### src/rtl/game_overlay_streamer.sv
// Game-over overlay renderer: latches result flags on start, fetches text rows from a sync ROM,
// streams pixels over valid/ready. Define OVERLAY_BORDER_EN to draw a 1-pixel frame around the overlay.
module game_overlay_streamer #(
  parameter int COLS       = 100,
  parameter int HDR_ROWS   = 7,
  parameter int MOT_ROWS   = 7,
  parameter int RES_ROWS   = 5,
  parameter int GAP_ROWS   = 2,
  parameter int N_VARIANTS = 3,
  parameter int MSG_W      = 4,
  localparam int TOTAL     = HDR_ROWS + MOT_ROWS + RES_ROWS + 2 * GAP_ROWS,
  localparam int MAX_ROWS  = (HDR_ROWS > MOT_ROWS) ? ((HDR_ROWS > RES_ROWS) ? HDR_ROWS : RES_ROWS)
                                                   : ((MOT_ROWS > RES_ROWS) ? MOT_ROWS : RES_ROWS),
  localparam int ROW_W     = (MAX_ROWS > 1) ? $clog2(MAX_ROWS) : 1,
  localparam int X_W       = (COLS > 1) ? $clog2(COLS) : 1,
  localparam int Y_W       = (TOTAL > 1) ? $clog2(TOTAL) : 1,
  localparam int VC_W      = (N_VARIANTS > 1) ? $clog2(N_VARIANTS) : 1
) (
  input  logic             clock,
  input  logic             resetn,
  input  logic             start,
  input  logic             is_win,
  input  logic             is_high_score,
  output logic             busy,
  output logic             done,
  output logic             rom_rd,
  output logic [MSG_W-1:0] rom_msg,
  output logic [ROW_W-1:0] rom_row,
  input  logic [COLS-1:0]  rom_data,
  output logic             px_valid,
  input  logic             px_ready,
  output logic [X_W-1:0]   px_x,
  output logic [Y_W-1:0]   px_y,
  output logic             px_on
);

  localparam logic [2:0] S_IDLE  = 3'd0;
  localparam logic [2:0] S_FETCH = 3'd1;
  localparam logic [2:0] S_LOAD  = 3'd2;
  localparam logic [2:0] S_EMIT  = 3'd3;
  localparam logic [2:0] S_DONE  = 3'd4;

  localparam logic [Y_W-1:0]  HDR_END = Y_W'(HDR_ROWS);
  localparam logic [Y_W-1:0]  MOT_Y   = Y_W'(HDR_ROWS + GAP_ROWS);
  localparam logic [Y_W-1:0]  MOT_END = Y_W'(HDR_ROWS + GAP_ROWS + MOT_ROWS);
  localparam logic [Y_W-1:0]  RES_Y   = Y_W'(HDR_ROWS + 2 * GAP_ROWS + MOT_ROWS);
  localparam logic [Y_W-1:0]  Y_LAST  = Y_W'(TOTAL - 1);
  localparam logic [X_W-1:0]  X_LAST  = X_W'(COLS - 1);
  localparam logic [VC_W-1:0] VC_LAST = VC_W'(N_VARIANTS - 1);

  logic [2:0]      state_q, state_d;
  logic [VC_W-1:0] vc_q, vc_d, v_q, v_d;
  logic            win_q, win_d, hs_q, hs_d;
  logic [X_W-1:0]  x_q, x_d;
  logic [Y_W-1:0]  y_q, y_d;
  logic [COLS-1:0] shreg_q, shreg_d;

  logic             row_text;
  logic [MSG_W-1:0] row_msg, mot_msg;
  logic [ROW_W-1:0] row_idx;
  logic             border;

  // Win outranks high score for both the motivation line and the result banner.
  assign mot_msg = win_q ? MSG_W'(3)
                 : hs_q  ? MSG_W'(4) + MSG_W'(v_q)
                 :         MSG_W'(4 + N_VARIANTS) + MSG_W'(v_q);

  always_comb begin
    row_text = 1'b0;
    row_msg  = '0;
    row_idx  = '0;
    if (y_q < HDR_END) begin
      row_text = 1'b1;
      row_idx  = ROW_W'(y_q);
    end else if (y_q >= MOT_Y && y_q < MOT_END) begin
      row_text = 1'b1;
      row_msg  = mot_msg;
      row_idx  = ROW_W'(y_q - MOT_Y);
    end else if (y_q >= RES_Y) begin
      row_text = win_q | hs_q;
      row_msg  = win_q ? MSG_W'(1) : MSG_W'(2);
      row_idx  = ROW_W'(y_q - RES_Y);
    end
  end

  always_comb begin
    vc_d    = (vc_q == VC_LAST) ? '0 : vc_q + 1'b1;
    state_d = state_q;
    v_d     = v_q;
    win_d   = win_q;
    hs_d    = hs_q;
    x_d     = x_q;
    y_d     = y_q;
    shreg_d = shreg_q;
    case (state_q)
      S_IDLE: begin
        if (start) begin
          state_d = S_FETCH;
          win_d   = is_win;
          hs_d    = is_high_score;
          v_d     = vc_q;
          x_d     = '0;
          y_d     = '0;
        end
      end
      S_FETCH: state_d = S_LOAD;
      S_LOAD: begin
        state_d = S_EMIT;
        shreg_d = row_text ? rom_data : '0;
      end
      S_EMIT: begin
        // MSB of the shift register is always the pixel at x_q.
        if (px_ready) begin
          shreg_d = shreg_q << 1;
          if (x_q == X_LAST) begin
            x_d = '0;
            if (y_q == Y_LAST) begin
              state_d = S_DONE;
            end else begin
              y_d     = y_q + 1'b1;
              state_d = S_FETCH;
            end
          end else begin
            x_d = x_q + 1'b1;
          end
        end
      end
      S_DONE: begin
        state_d = S_IDLE;
        y_d     = '0;
      end
      default: state_d = S_IDLE;
    endcase
  end

  always_ff @(posedge clock or negedge resetn) begin
    if (!resetn) begin
      state_q <= S_IDLE;
      vc_q    <= '0;
      v_q     <= '0;
      win_q   <= 1'b0;
      hs_q    <= 1'b0;
      x_q     <= '0;
      y_q     <= '0;
      shreg_q <= '0;
    end else begin
      state_q <= state_d;
      vc_q    <= vc_d;
      v_q     <= v_d;
      win_q   <= win_d;
      hs_q    <= hs_d;
      x_q     <= x_d;
      y_q     <= y_d;
      shreg_q <= shreg_d;
    end
  end

`ifdef OVERLAY_BORDER_EN
  assign border = (x_q == '0) || (x_q == X_LAST) || (y_q == '0) || (y_q == Y_LAST);
`else
  assign border = 1'b0;
`endif

  assign busy     = (state_q != S_IDLE);
  assign done     = (state_q == S_DONE);
  assign rom_rd   = (state_q == S_FETCH) && row_text;
  assign rom_msg  = rom_rd ? row_msg : '0;
  assign rom_row  = rom_rd ? row_idx : '0;
  assign px_valid = (state_q == S_EMIT);
  assign px_x     = x_q;
  assign px_y     = y_q;
  assign px_on    = px_valid && (shreg_q[COLS-1] || border);

endmodule

### config.mk
export PLATFORM = sky130hd
export DESIGN_NAME = game_overlay_streamer
export DESIGN_NICKNAME = d
export VERILOG_FILES = /design/src/rtl/game_overlay_streamer.sv
export SDC_FILE = /design/constraint.sdc
export NUM_CORES = 1
export LEC_CHECK = 0
export CAP_MARGIN = 20
export CORE_MARGIN = 3
export CORE_UTILIZATION = 40
export CTS_BUF_LIST = sky130_fd_sc_hd__clkbuf_16
export DETAILED_ROUTE_END_ITERATION = 8
export PLACE_DENSITY = 0.73
export SLEW_MARGIN = 5
export SYNTH_ARGS = -nofsm -noshare
export SYNTH_HDL_FRONTEND = slang
export SYNTH_SLANG_ARGS = --single-unit
### constraint.sdc
create_clock -name clock -period 1.9 [get_ports clock]
set_input_delay 0.19 -clock clock [delete_from_list [all_inputs] [get_ports clock]]
set_output_delay 0.19 -clock clock [all_outputs]
set_load 0.1 [all_outputs]
==> run summary <==
The run finished, with violations left. The checks that failed: negative setup slack. For this run, the total global-route usage over all layers was measured as 21.81%.

Horizontal die dimension: 135.2 um. The netlist area before placement came out at 6675 um2. The worst setup path is of the reg2out kind. The run gives 0 as the initial antenna violation count. The min-delay analysis places its worst path in the category in2async. The analysis attributes to cell leakage a power of 3.948 nW. Clock period minus final worst setup slack: 2.466 ns. Launching point of the worst reg2reg path: px_y[2].

For flop-to-flop paths, the worst setup slack is -0.41 ns. Across the routed clock network, the largest skew measured is 0.007641 ns. The floorplan die area is 18270 um2, and the largest driver fanout on the critical path is 7. The post-route netlist has 32.06% of its cells at a drive strength greater than 1. The number of endpoints with negative hold slack in the final report is 0.

In the routed design, unresolved DRC markers number 0. The first global-routing pass estimated 32170 um of wire. The critical path goes through inv_4 -> ha_4 -> nor2b_4 -> a21bo_1 -> o211a_4 -> buf_4 -> a211oi_4 -> buf_12. Global routing finished with a remaining overflow of 0.

TritonCTS built the clock tree. Summing all placed instances gives a cell area of 8564 um2. The total detailed-routing wirelength came out at 21690 um. Violation count after the first detailed-routing iteration: 619.

In the layout the commonest cells are dfrtp_1 (108), clkdlybuf4s50_1 (104), o21ai_0 (89). After floorplanning, the core was divided into 46 placement rows. The peak ir drop on the vdd network was 0.8158 mV; the final number of max-transition violations was 0.

The chip height came out at 135.2 um. The logs give 0 for the number of routed nets with antenna violations and 2 for the clock tree buffer depth. Critical path startpoint category: a flip-flop. The predominant post-synthesis flop cell was dfrtp_1. Detailed placement ended at an HPWL of 11550 um. Total non-filler cell area in the finished layout: 10510 um2. The post-layout worst setup margin came out at -0.5663 ns. Count of final setup violators: 109.

The run gives 130 as the I/O pin count. After synthesis, the cell types taking the most area are dfrtp_1 (45%), o211ai_1 (8.5%), o22ai_1 (7.2%). Sequential cells were found to cover 45.36% of the synthesized design area. The number of fill cells in the layout was 1258.

The per-cell via count in the routed design is 6.013. For the synthesized netlist cell count, the log shows 732. For the antenna diode count, the log shows 0. STA classifies the critical path endpoint as an output port. In this run the tool buffered the top-level ports with 129 buffer cells.

Among all stages on the critical path, the largest delay is contributed by dfrtp_4. The run gives 70.59% as the normalized max-slew margin. Worst reg2reg path endpoint: shreg_q[54]. The proportion of netlist area held by the largest area contributor works out to 45.36%. For this run, the top clock speed supported by timing is 405.5 MHz. The number of synthesized flops with an enable pin came out at 0. For this run, the share of the core covered by cells in the final layout is 65.19%. Worst setup path startpoint: px_y[1]. The post-synthesis register bit count was 121. The core region is 16120 um2.

The clock reaches the later pin of the worst-skew pair after 0.42 ns. The detailed-route wire length per cell is 19.15 um. The tools report the number of nets in the synthesized netlist as 848.

The clock sink total is 121. The run gives 41.42% as the starting density of the core. Termination of the worst setup path: rom_msg[0]. For the worst flop-to-flop path, the logic depth is 12.

After synthesis, the share of flip-flops with an asynchronous set or reset is 100.0%. The synthesized netlist contains 58 unique library cells. The cell taking the most area after synthesis was dfrtp_1.

The required time at the endpoint of the critical path was 1.71 ns; the clock-pin slew on the worst setup and hold paths was 0.06 ns. The run gives 4 as the H-tree depth reported by CTS. Layout net count: 1021. Setup repair after global routing could not meet its margin everywhere.

After layout, the worst path uses 129.8% of the clock period. Clock tree synthesis inserted a total of 17 buffers. Across all layers, the routed design uses 6813 vias. At the pin with the least slew margin, the transition time is 0.4412 ns. CTS placed an instance of clkbuf_16 at the clock tree root. The area growth from synthesis to layout is 57.39%. Max-cap violations in this run came to 0. In this design, the stage delay of the slowest critical-path cell is 0.45 ns.

The average instance in the mapped netlist occupies 9.119 um2. Entering global routing, the biggest net connects 74 pins. Before antenna repair, the detailed router went through 5 iterations. Leading cell type in the layout, fill and taps excluded: dfrtp_1. Dividing total power by cell area gives a power density of 767.0 nW/um2. For the worst setup path, the data arrival time is 2.28 ns.

The via count of the first global-routing pass is 6322, and the warning count from the yosys run is 0. Final weighted congestion of routability-driven global placement: 0.8203.
-- worst max-delay path, delay by kind of cell, from the launching register on --
family                     cells  cell delay [ns]
and+or+nand+nor                1             0.12
DFF                            1             0.45
adders and majority gates      1             0.15
AOI/OAI and AO/OA              3             0.70
buffers and inverters          3             0.43
-- power by group --
part | total (mW) | switching (mW) | leakage (nW) | internal (mW)
Sequential | 3.28 | 0.315 | 1.32 | 2.97
Combinational | 1.75 | 0.953 | 2.35 | 0.792
Clock | 3.03 | 1.15 | 0.274 | 1.88
Total | 8.06 | 2.42 | 3.95 | 5.64
-- sequential cells by signal, indices dropped and copies added, names as in the netlist --
signal / count
hs_q: 1
px_x: 7
px_y: 5
shreg_q: 100
state_q: 3
v_q: 2
vc_q: 2
win_q: 1
-- area by class of cell --
cell class                 instances  area [um2]  share of cell area [%]
tap                              216       270.3                   2.572
timing repair buffer             230        2673                   25.44
sequential                       121        3057                   29.09
multi-input combinational        524        3910                   37.22
inverter                          11       53.80                  0.5121
clock buffer                      17       425.4                   4.049
clock inverter                    14       117.6                   1.119
-- metrics by stage --
step | total power, mW | setup TNS [ns] | hold WS (ns) | setup slack (ns) | std cells
after floorplan | 4.210 | -19.85 | -0.1056 | -0.9987 | 732
after global placement | 4.761 | -8.855 | 0.2082 | -0.1952 | 1052
after detailed placement | 4.798 | -13.42 | 0.2126 | -0.2076 | 1052
after CTS | 7.874 | -29.18 | 0.3063 | -0.5518 | 1113
after global routing | 8.386 | -42.00 | 0.3428 | -0.6267 | 1133
final | 8.058 | -32.57 | 0.3149 | -0.5663 | 1133
-- repair_timing --
action                     CTS  global route
gates cloned                 9             5
hold buffers                 1             0
setup endpoints to repair  105           113
pin swaps                    7            19
setup buffers               21            26
resized for setup           45           126
hold endpoints to repair   121             0
-- synth_stat cells (all sizes together), types with 4 or more instances --
cell      n
dfrtp   121
o21ai   115
nor2     88
o22ai    77
o211ai   76
buf      44
clkbuf   32
nand3    31
and3     25
a31oi    23
nand2    13
inv      11
ha       10
a211oi    6
nor3      6
nand2b    5
o31ai     5
a21oi     4
-- metal layers --
metal  track usage (%)  vias up  share of wire [%]
met5                 0        -                  0
met1             29.94     3371                 43
met2             33.93      268                 49
met3             5.275       41                6.5
li1                  -     3133                  -
met4             7.503        0                1.9
-- cells by family (layout without fill, tap and decap cells) --
| kind of cell | Yosys count | in the layout | synth area share (%) |
|---|---|---|---|
| simple gates | 188 | 188 | 14.06 |
| flops | 121 | 121 | 45.36 |
| compound gates | 321 | 321 | 30.29 |
| xor+xnor | 1 | 1 | 0.1312 |
| fa+ha+maj | 10 | 10 | 1.874 |
| buf+inv | 87 | 272 | 7.629 |
| mux | 4 | 4 | 0.6560 |
-- how the worst min path moves through the flow --
stage / startpoint / endpoint / slack (ns) / cells after the start
final: resetn / shreg_q[70] / 0.31 / 3
after floorplan: resetn / hs_q / -0.11 / 0
after global placement: resetn / shreg_q[70] / 0.21 / 2
after detailed placement: resetn / shreg_q[70] / 0.21 / 2
after CTS: rom_data[97] / shreg_q[97] / 0.31 / 3
after global routing: resetn / shreg_q[71] / 0.34 / 3
Power figures use the tool's default switching activity.
